$ cat src/rtl/id_ex_pipe_pkg.sv
// id_ex_pipe_pkg: shared pipeline definitions.
//   - Reset polarity, NOP/zero constants, write-enable and delay-slot encodings.
//   - Default bus widths for the ALU opcode, ALU select, register data and
//     register address fields.
//   - Stage-register control encoding, plus a helper that derives the ID/EX
//     control from the flush/stall inputs.
// Related optional feature macro: ID_EX_PERF_EN (used in id_ex_pipe).
package id_ex_pipe_pkg;

  localparam logic        RstEnable      = 1'b1;
  localparam logic        RstDisable     = 1'b0;
  localparam logic [31:0] ZeroWord       = 32'h0000_0000;
  localparam logic        WriteEnable    = 1'b1;
  localparam logic        WriteDisable   = 1'b0;
  localparam logic        IsDelaySlot    = 1'b1;
  localparam logic        IsNotDelaySlot = 1'b0;

  localparam int AluOpBus   = 8;
  localparam int AluSelBus  = 3;
  localparam int RegBus     = 32;
  localparam int RegAddrBus = 5;

  localparam logic [AluOpBus-1:0]   EXE_NOP_OP  = 8'b0000_0000;
  localparam logic [AluSelBus-1:0]  EXE_RES_NOP = 3'b000;
  localparam logic [RegAddrBus-1:0] NOPRegAddr  = 5'b00000;

  // Control applied to a pipeline stage register on the next edge.
  typedef enum logic [1:0] {
    CTL_LOAD   = 2'b00,
    CTL_BUBBLE = 2'b01,
    CTL_HOLD   = 2'b10
  } stage_ctl_e;

  // A flush always wins; a stalled ID feeding a running EX inserts a bubble;
  // a stalled EX freezes everything; otherwise the stage advances.
  function automatic stage_ctl_e ex_stage_ctl(input logic flush,
                                              input logic stall_id,
                                              input logic stall_ex);
    stage_ctl_e ctl;
    if (flush) begin
      ctl = CTL_BUBBLE;
    end else if (stall_id && !stall_ex) begin
      ctl = CTL_BUBBLE;
    end else if (stall_ex) begin
      ctl = CTL_HOLD;
    end else begin
      ctl = CTL_LOAD;
    end
    return ctl;
  endfunction

endpackage

$ cat src/rtl/id_ex_pipe_stage_reg.sv
// id_ex_pipe_stage_reg: generic W-bit pipeline stage register.
//   Parameters: W (width), RESET_VAL (value on reset and on a bubble).
//   Ports:
//     clk  in   rising-edge clock
//     rst  in   synchronous active-high reset
//     ctl  in   CTL_LOAD / CTL_BUBBLE / CTL_HOLD
//     d    in   W-bit next value used on CTL_LOAD
//     q    out  W-bit registered value
// The same block serves the IF/ID, ID/EX, EX/MEM and MEM/WB boundaries.
module id_ex_pipe_stage_reg
  import id_ex_pipe_pkg::*;
#(
  parameter int           W         = 32,
  parameter logic [W-1:0] RESET_VAL = '0
) (
  input  logic           clk,
  input  logic           rst,
  input  stage_ctl_e     ctl,
  input  logic [W-1:0]   d,
  output logic [W-1:0]   q
);

  // Stage register: reset, then load / bubble / hold as commanded.
  always_ff @(posedge clk) begin
    if (rst == RstEnable) begin
      q <= RESET_VAL;
    end else begin
      case (ctl)
        CTL_LOAD:   q <= d;
        CTL_BUBBLE: q <= RESET_VAL;
        CTL_HOLD:   q <= q;
        default:    q <= q;
      endcase
    end
  end

endmodule

$ cat src/rtl/id_ex_pipe.sv
// id_ex_pipe: parametrised ID/EX pipeline register.
//   Moves the decoded instruction from ID to EX with one cycle of latency,
//   with flush / bubble / hold control, a valid bit, delay-slot feedback to
//   ID, and load-use hazard detection.
// Parameters: DATA_W, REG_ADDR_W, ALUOP_W, ALUSEL_W.
// Ports:
//   clk, rst                      clock, synchronous active-high reset
//   stall_id_i, stall_ex_i        stage stalls from the control unit
//   flush_i                       kill the instruction in ID
//   id_*                          decoded instruction fields from ID
//   ex_*                          registered copies presented to EX
//   now_in_delayslot_o            delay-slot feedback to ID
//   stallreq_o                    combinational load-use stall request
// Optional: define ID_EX_PERF_EN to add perf_bubble_cnt_o and
//   perf_hold_cnt_o, saturating counts of bubble and hold cycles.
module id_ex_pipe
  import id_ex_pipe_pkg::*;
#(
  parameter int DATA_W     = 32,
  parameter int REG_ADDR_W = 5,
  parameter int ALUOP_W    = 8,
  parameter int ALUSEL_W   = 3
) (
  input  logic                  clk,
  input  logic                  rst,
  input  logic                  stall_id_i,
  input  logic                  stall_ex_i,
  input  logic                  flush_i,
  input  logic                  id_valid_i,
  input  logic [ALUOP_W-1:0]    id_aluop_i,
  input  logic [ALUSEL_W-1:0]   id_alusel_i,
  input  logic [DATA_W-1:0]     id_rdata1_i,
  input  logic [DATA_W-1:0]     id_rdata2_i,
  input  logic [REG_ADDR_W-1:0] id_waddr_reg_i,
  input  logic                  id_we_reg_i,
  input  logic                  id_is_load_i,
  input  logic                  id_re1_i,
  input  logic                  id_re2_i,
  input  logic [REG_ADDR_W-1:0] id_raddr1_i,
  input  logic [REG_ADDR_W-1:0] id_raddr2_i,
  input  logic                  id_now_in_delayslot_i,
  input  logic                  id_next_in_delayslot_i,
  input  logic [DATA_W-1:0]     id_return_addr_i,
  output logic                  ex_valid_o,
  output logic [ALUOP_W-1:0]    ex_aluop_o,
  output logic [ALUSEL_W-1:0]   ex_alusel_o,
  output logic [DATA_W-1:0]     ex_rdata1_o,
  output logic [DATA_W-1:0]     ex_rdata2_o,
  output logic [REG_ADDR_W-1:0] ex_waddr_reg_o,
  output logic                  ex_we_reg_o,
  output logic                  ex_is_load_o,
  output logic                  ex_now_in_delayslot_o,
  output logic [DATA_W-1:0]     ex_return_addr_o,
  output logic                  now_in_delayslot_o,
  output logic                  stallreq_o
`ifdef ID_EX_PERF_EN
  ,
  output logic [31:0]           perf_bubble_cnt_o,
  output logic [31:0]           perf_hold_cnt_o
`endif
);

  localparam int FIELD_W = 4 + ALUOP_W + ALUSEL_W + 3 * DATA_W + REG_ADDR_W;

  // The NOP bubble: every field at its idle encoding, valid cleared.
  localparam logic [FIELD_W-1:0] EX_BUBBLE = {
    1'b0,
    ALUOP_W'(EXE_NOP_OP),
    ALUSEL_W'(EXE_RES_NOP),
    DATA_W'(ZeroWord),
    DATA_W'(ZeroWord),
    REG_ADDR_W'(NOPRegAddr),
    WriteDisable,
    1'b0,
    IsNotDelaySlot,
    DATA_W'(ZeroWord)
  };

  stage_ctl_e         ex_ctl;
  stage_ctl_e         ds_ctl;
  logic [FIELD_W-1:0] ex_d;
  logic [FIELD_W-1:0] ex_q;
  logic               ds_d;
  logic               ds_q;
  logic               hit1;
  logic               hit2;

  assign ex_ctl = ex_stage_ctl(flush_i, stall_id_i, stall_ex_i);

  assign ex_d = {
    id_valid_i,
    id_aluop_i,
    id_alusel_i,
    id_rdata1_i,
    id_rdata2_i,
    id_waddr_reg_i,
    id_we_reg_i,
    id_is_load_i,
    id_now_in_delayslot_i,
    id_return_addr_i
  };

  id_ex_pipe_stage_reg #(
    .W         (FIELD_W),
    .RESET_VAL (EX_BUBBLE)
  ) u_ex_reg (
    .clk (clk),
    .rst (rst),
    .ctl (ex_ctl),
    .d   (ex_d),
    .q   (ex_q)
  );

  assign {
    ex_valid_o,
    ex_aluop_o,
    ex_alusel_o,
    ex_rdata1_o,
    ex_rdata2_o,
    ex_waddr_reg_o,
    ex_we_reg_o,
    ex_is_load_o,
    ex_now_in_delayslot_o,
    ex_return_addr_o
  } = ex_q;

  // Delay-slot feedback: cleared by flush, frozen by any stall (a bubble
  // must not lose a pending delay slot), otherwise follows ID.
  always_comb begin
    if (flush_i) begin
      ds_ctl = CTL_BUBBLE;
    end else if (stall_id_i || stall_ex_i) begin
      ds_ctl = CTL_HOLD;
    end else begin
      ds_ctl = CTL_LOAD;
    end
  end

  // The instruction sitting in a delay slot cannot itself start another one.
  always_comb begin
    if (id_now_in_delayslot_i) begin
      ds_d = IsNotDelaySlot;
    end else begin
      ds_d = id_next_in_delayslot_i;
    end
  end

  id_ex_pipe_stage_reg #(
    .W         (1),
    .RESET_VAL (IsNotDelaySlot)
  ) u_ds_reg (
    .clk (clk),
    .rst (rst),
    .ctl (ds_ctl),
    .d   (ds_d),
    .q   (ds_q)
  );

  assign now_in_delayslot_o = ds_q;

  assign hit1 = id_re1_i && (id_raddr1_i == ex_waddr_reg_o);
  assign hit2 = id_re2_i && (id_raddr2_i == ex_waddr_reg_o);

  // Load-use hazard: a valid load in EX writing a non-zero register that ID
  // reads. Writes to r0 are discarded, so they never create a dependency.
  always_comb begin
    if ((rst == RstEnable) || flush_i) begin
      stallreq_o = 1'b0;
    end else begin
      stallreq_o = ex_valid_o && ex_is_load_o && (ex_we_reg_o == WriteEnable) &&
                   (ex_waddr_reg_o != REG_ADDR_W'(NOPRegAddr)) && (hit1 || hit2);
    end
  end

`ifdef ID_EX_PERF_EN
  logic bubble_cycle;
  logic hold_cycle;

  // A flush is not counted as either a stall bubble or a hold.
  assign bubble_cycle = !flush_i && stall_id_i && !stall_ex_i;
  assign hold_cycle   = !flush_i && stall_ex_i;

  // Saturating bubble / hold cycle counters.
  always_ff @(posedge clk) begin
    if (rst == RstEnable) begin
      perf_bubble_cnt_o <= 32'h0000_0000;
      perf_hold_cnt_o   <= 32'h0000_0000;
    end else begin
      if (bubble_cycle && (perf_bubble_cnt_o != 32'hFFFF_FFFF)) begin
        perf_bubble_cnt_o <= perf_bubble_cnt_o + 32'd1;
      end else begin
        perf_bubble_cnt_o <= perf_bubble_cnt_o;
      end
      if (hold_cycle && (perf_hold_cnt_o != 32'hFFFF_FFFF)) begin
        perf_hold_cnt_o <= perf_hold_cnt_o + 32'd1;
      end else begin
        perf_hold_cnt_o <= perf_hold_cnt_o;
      end
    end
  end
`endif

endmodule

$ cat config.mk
export PLATFORM = sky130hd
export DESIGN_NAME = id_ex_pipe
export DESIGN_NICKNAME = d
export VERILOG_FILES = /design/src/rtl/id_ex_pipe_pkg.sv /design/src/rtl/id_ex_pipe_stage_reg.sv /design/src/rtl/id_ex_pipe.sv
export SDC_FILE = /design/constraint.sdc
export NUM_CORES = 1
export LEC_CHECK = 0
export BUFFER_PORTS_ARGS = -buffer_cell sky130_fd_sc_hd__clkbuf_2
export CORE_UTILIZATION = 37
export DETAILED_ROUTE_END_ITERATION = 12
export HOLD_SLACK_MARGIN = 0.1
export PLACE_DENSITY = 0.73
export SYNTH_ARGS = -nofsm -noshare
export SYNTH_HDL_FRONTEND = slang
export SYNTH_SLANG_ARGS = --single-unit
$ cat constraint.sdc
create_clock -name clk -period 2.3 [get_ports clk]
set_clock_uncertainty 0.1 [all_clocks]
set_input_delay 0.115 -clock clk [delete_from_list [all_inputs] [get_ports clk]]
set_output_delay 0.115 -clock clk [all_outputs]
set_load 0.03 [all_outputs]
# Yosys cells after proc, flatten, opt, wreduce, memory -nomap -nowiden
# Cells that the tools add are included.
[word_totals]
ff_bits = 117
latch_bits = 0
ramBits = 0
mem_bits_ro = 0
input_bits = 134
output_inout_bits = 118
word_cells = 31
mem_count = 0
[op_classes]
add_sub_neg = 0
multipliers = 0
n_div = 0
order_cmp = 0
n_eq_ne = 4
n_shift = 0
mux = 9
bitwise_logic = 0
n_reduce_logical = 16
[op_table]
columns = ["cell", "n"]
rows = [
  ["$pmux 116 s2", 1],
  ["$eq 5x5->1", 2],
  ["$mux 2", 5],
  ["$logic_and 1x1->1", 7],
  ["$reduce_bool 5->1", 1],
  ["$eq 2x1->1 const B", 2],
  ["$logic_not 2->1", 2],
  ["$reduce_bool 2->1", 2],
  ["$logic_or 1x1->1", 3],
  ["$mux 1", 2],
  ["$pmux 1 s2", 1],
  ["$logic_not 1->1", 1],
]

# Depth between registers and ports, before layout
[depth]
depth_word = 6
mapped_depth = 4

# Hierarchy
# From an unflattened synthesis, not the netlist that was laid out.
[unflattened]
hier_cells = 545
hier_area_um2 = 4952.2
[modules_own_cells]
columns = ["mod", "n_inst", "cells_per_inst", "area_each_um2", "seq_area_each_um2"]
rows = [
  ["id_ex_pipe_stage_reg (u_ex_reg)", 1, 516, 4742.0, 2322.2],
  ["id_ex_pipe", 1, 25, 172.7, 0.0],
  ["id_ex_pipe_stage_reg (u_ds_reg)", 1, 4, 37.5, 20.0],
]

# Least setup slack after synthesis
# Ideal clock, no wire load.
[synth_path]
path_type = "flip-flop to output port"
from = "reg u_ex_reg.q[35]"
to = "out stallreq_o"
t_arrival_ns = 1.548
t_required_ns = 2.085
setup_slack_ns = 0.537
stages_incl_launch_ff = 5
path_buffers = 0
path_cell_list = "dfxtp_1 -> xor2_1 -> nor4_1 -> nand3_1 -> a21oi_1"
[synth_between]
elab_chain_len = 5
word_cells_on_any_way = 9
classes_between = "eq/ne: 2; mux: 1; reduce/logical: 6"
[synth_rtl]
columns = ["element", "line_no", "rtl"]
rows = [
  ["start: declaration", "id_ex_pipe_stage_reg.sv:20", "output logic [W-1:0] q"],
  ["start signal: assignment", "id_ex_pipe_stage_reg.sv:31", "CTL_HOLD: q <= q;"],
  ["start signal: assignment", "id_ex_pipe_stage_reg.sv:32", "default: q <= q;"],
  ["$eq 5x5->1 (on tied branches)", "id_ex_pipe.sv:161, id_ex_pipe.sv:162", ""],
  ["$logic_and 1x1->1 (on tied branches)", "id_ex_pipe.sv:161, id_ex_pipe.sv:162", ""],
  ["$logic_or 1x1->1", "id_ex_pipe.sv:171", "(ex_waddr_reg_o != REG_ADDR_W'(NOPRegAddr)) && (hit1 || hit2);"],
  ["$logic_and 1x1->1 (*)", "id_ex_pipe.sv:171", ""],
  ["$mux 1 (*)", "id_ex_pipe.sv:167", "if ((rst == RstEnable) || flush_i) begin"],
  ["end: declaration", "id_ex_pipe.sv:55", "output logic stallreq_o"],
]
# Mark *: on every way between the ends. The rest lies on a longest branch, timed or not.

# Final worst setup path
[layout_path]
from = "reg u_ex_reg.q[36]"
to = "out stallreq_o"
# Same word-level chain as after synthesis.

==> impl_metrics.yaml <==
worst_setup_path:
  crit_chain: "or4_1 > o21ai_0 > a21oi_1 > clkbuf_2"
  rr_worst_depth: 3
  rrSetupSlack_ns: 0.94
  startpoint_type: "register"
  max_stage_delay_ns: 0.52
  r2r_start: "u_ds_reg.q$_SDFFE_PP0P_"
  worstPathArrival_ns: 1.81
  reg2reg_to: "u_ds_reg.q$_SDFFE_PP0P_"
  cp-end-kind: "primary output"
  crit_slowest_cell: "or4_1"
  critPathMaxFanout: 5
  crit_type: "reg2out"
  required_ns: 2.09
routing:
  drt_wl_total_mm: 13.1
  first_iter_violations: 87
  firstDrtPassIters: 4
  final_antenna_net_count: 0
  route.vias.total: 3972
  route.detailed.drc: 0
  drt-wirelength-per-cell_um: 16.5
  vias_per_cell: 5.00
clocking:
  h-tree-depth: 4
  cts_buffers: 17
  cts_resized: 0
  clockBufferDepth: 2
  postCtsSetupBuffers: 0
  clock_sinks: 117
  holdBufCountCts: 119
  clk_latency_ns: 0.50
  clockRootBuffer: "clkbuf_8"
  path_clk_slew_ns: 0.06
  cts_tree: "yes"
sta:
  fin_tns_setup_ns: 0
  fin_crit_sh: 0.882
  finalSetupViolations: 0
  tightestPinTransition_ns: 0.665
  rsz0062_at_grt: "false"
  fin_crit_ns: 2.03
  final_hold_viol_count: 0
  slew_headroom: 0.556
  timing.final.ws_setup_ns: 0.272
  drv_slew: 0
  timing.fmax_mhz: 493
die:
  row_count: 35
  die_y_um: 102
  dieArea_um2: 10300
  pin_count: 252
  die_w_um: 102
  start_util: 0.390
  fp.coreArea_um2: 9420
pwr:
  seq_power_share: 0.393
  power_density_nw_per_um2: 782
  p_sw_frac: 0.229
  clock_power_share: 0.511
  switching_power_uw: 1220
  p_int_uw: 4120
  power_frac_comb: 0.097
  peakVddDrop_uv: 404
  power_leakage_uw: 0.00332
  total_power_uw: 5340
synth:
  synth-async-reset-ratio: 0
  synthCells: 283
  syn_avg_cell_area_um2: 13.0
  synth.yosys.seq_area_share: 0.638
  yosys_register_bits: 117
  netlist_area_um2: 3670
  synth-edff-count: 0
  synth_nets: 417
  synth_cell_types: 18
  yosysTopAreaCellShare: 0.638
  synth_top_cell_by_area: "dfxtp_1"
  yosysWarnings: 0
  synthFlopType: "dfxtp_1"
  ys_top_cells_by_area: "dfxtp_1 64%, a22o_1 27%, xor2_1 1.9%"
worst_hold_path:
  hold_end: "u_ex_reg.q[94]$_SDFFE_PP0P_"
  hp-start: "id_rdata1_i[22]"
  hold_path_class: "in2reg"
  worstHoldPathCells: 3
grt:
  grt_max_degree: 65
  antenna_found_initial: 0
  grtUsageTotal: 0.252
  grt_pass1_vias: 4118
  overflow: 0
  grt_pass1_wl_mm: 19.8
placement:
  hpwl_mm: 7.30
  gp_congestion: 0.765
  post-place-ws_ns: 0.771
  portBuffers: 251
finish:
  drive_above_1_share: 0.435
  filler_cell_count: 622
  syn2layout_area_growth_pct: 86.1
  multi_input_area_um2: 1220
  antennaDiodeCount: 0
  regArea_um2: 2340
  layout_commonest_cell: "clkbuf_2"
  layout_common_cells: "251 x clkbuf_2, 119 x dlygate4sd3_1, 117 x dfxtp_1"
  final_nets: 786
outcome:
  status: "completed"
flow_run:
  max_cap_violations: 0
metal layers:
metal	vias to the layer above	track usage	routed length (µm)
met5	-	0	0
met4	0	0.113	311
met3	34	0.0876	1020
met2	214	0.463	6860
met1	1881	0.258	4920
li1	1843	-	-
power by group through the flow:
stage	registers, µW	logic [µW]	clock network (µW)
2_1_floorplan	2220	80.4	0
3_3_place_gp	2140	334	0
3_5_place_dp	2140	340	0
4_1_cts	2090	501	2770
5_1_grt	2100	545	2880
6_report	2100	516	2730
Yosys cell counts (2+ instances only):
cell type    n
a21oi_1      2
a22o_1     115
buf_2       11
clkbuf_1    12
dfxtp_1    117
nand3_1      3
nor3_1       2
nor4_1       2
o21ai_0      2
xnor2_1      2
xor2_1       8
metrics by stage:
stage / hold WS, ns / cell area [µm²] / utilization / instances
floorplan: 0.0878 / 3670 / - / 283
global placement: 0.224 / 5010 / 0.533 / 643
detailed placement: 0.229 / 5010 / 0.533 / 643
CTS: 0.234 / 6830 / 0.725 / 794
global route: 0.237 / 6830 / 0.725 / 794
finish: 0.257 / 6830 / 0.725 / 794
registers in the layout, summed over array words and instances, names as in the netlist:
register / flops
u_ex_reg.q: 116
u_ds_reg.q: 1
critical path, delay by kind of cell (launching register included):
kind                   cells  cell delay [ns]
AOI/OAI and AO/OA          2             0.24
DFF                        1             0.36
buffers and inverters      1             0.19
and+or+nand+nor            1             0.52
worst max-delay path by stage:
stage / startpoint / to / slack, ns / cells past startpoint
after CTS: u_ex_reg.q[36]$_SDFFE_PP0P_ / stallreq_o / 0.24 / 4
final: u_ex_reg.q[36]$_SDFFE_PP0P_ / stallreq_o / 0.27 / 4
after global routing: u_ex_reg.q[36]$_SDFFE_PP0P_ / stallreq_o / 0.11 / 4
after global placement: u_ex_reg.q[36]$_SDFFE_PP0P_ / stallreq_o / 0.80 / 4
after detailed placement: stall_ex_i / u_ex_reg.q[38]$_SDFFE_PP0P_ / 0.77 / 4
after floorplan: u_ex_reg.q[35]$_SDFFE_PP0P_ / stallreq_o / 0.54 / 4
logic make-up (layout without fill, tap and decap cells):
kind of cell | Yosys count | in the layout | share of synthesized area
buffers and inverters | 24 | 406 | 0.0293
XOR/XNOR | 10 | 10 | 0.0239
flip-flops | 117 | 117 | 0.638
AO/OA/AOI/OAI | 120 | 120 | 0.282
AND/OR/NAND/NOR | 12 | 12 | 0.0263
final cells by class:
type | instances | area share
Clock buffer | 18 | 0.0612
Tap cell | 129 | 0.0236
Multi-Input combinational cell | 142 | 0.179
Sequential cell | 117 | 0.343
Clock inverter | 14 | 0.0295
Timing Repair Buffer | 374 | 0.363
Power figures use the tool's default switching activity.
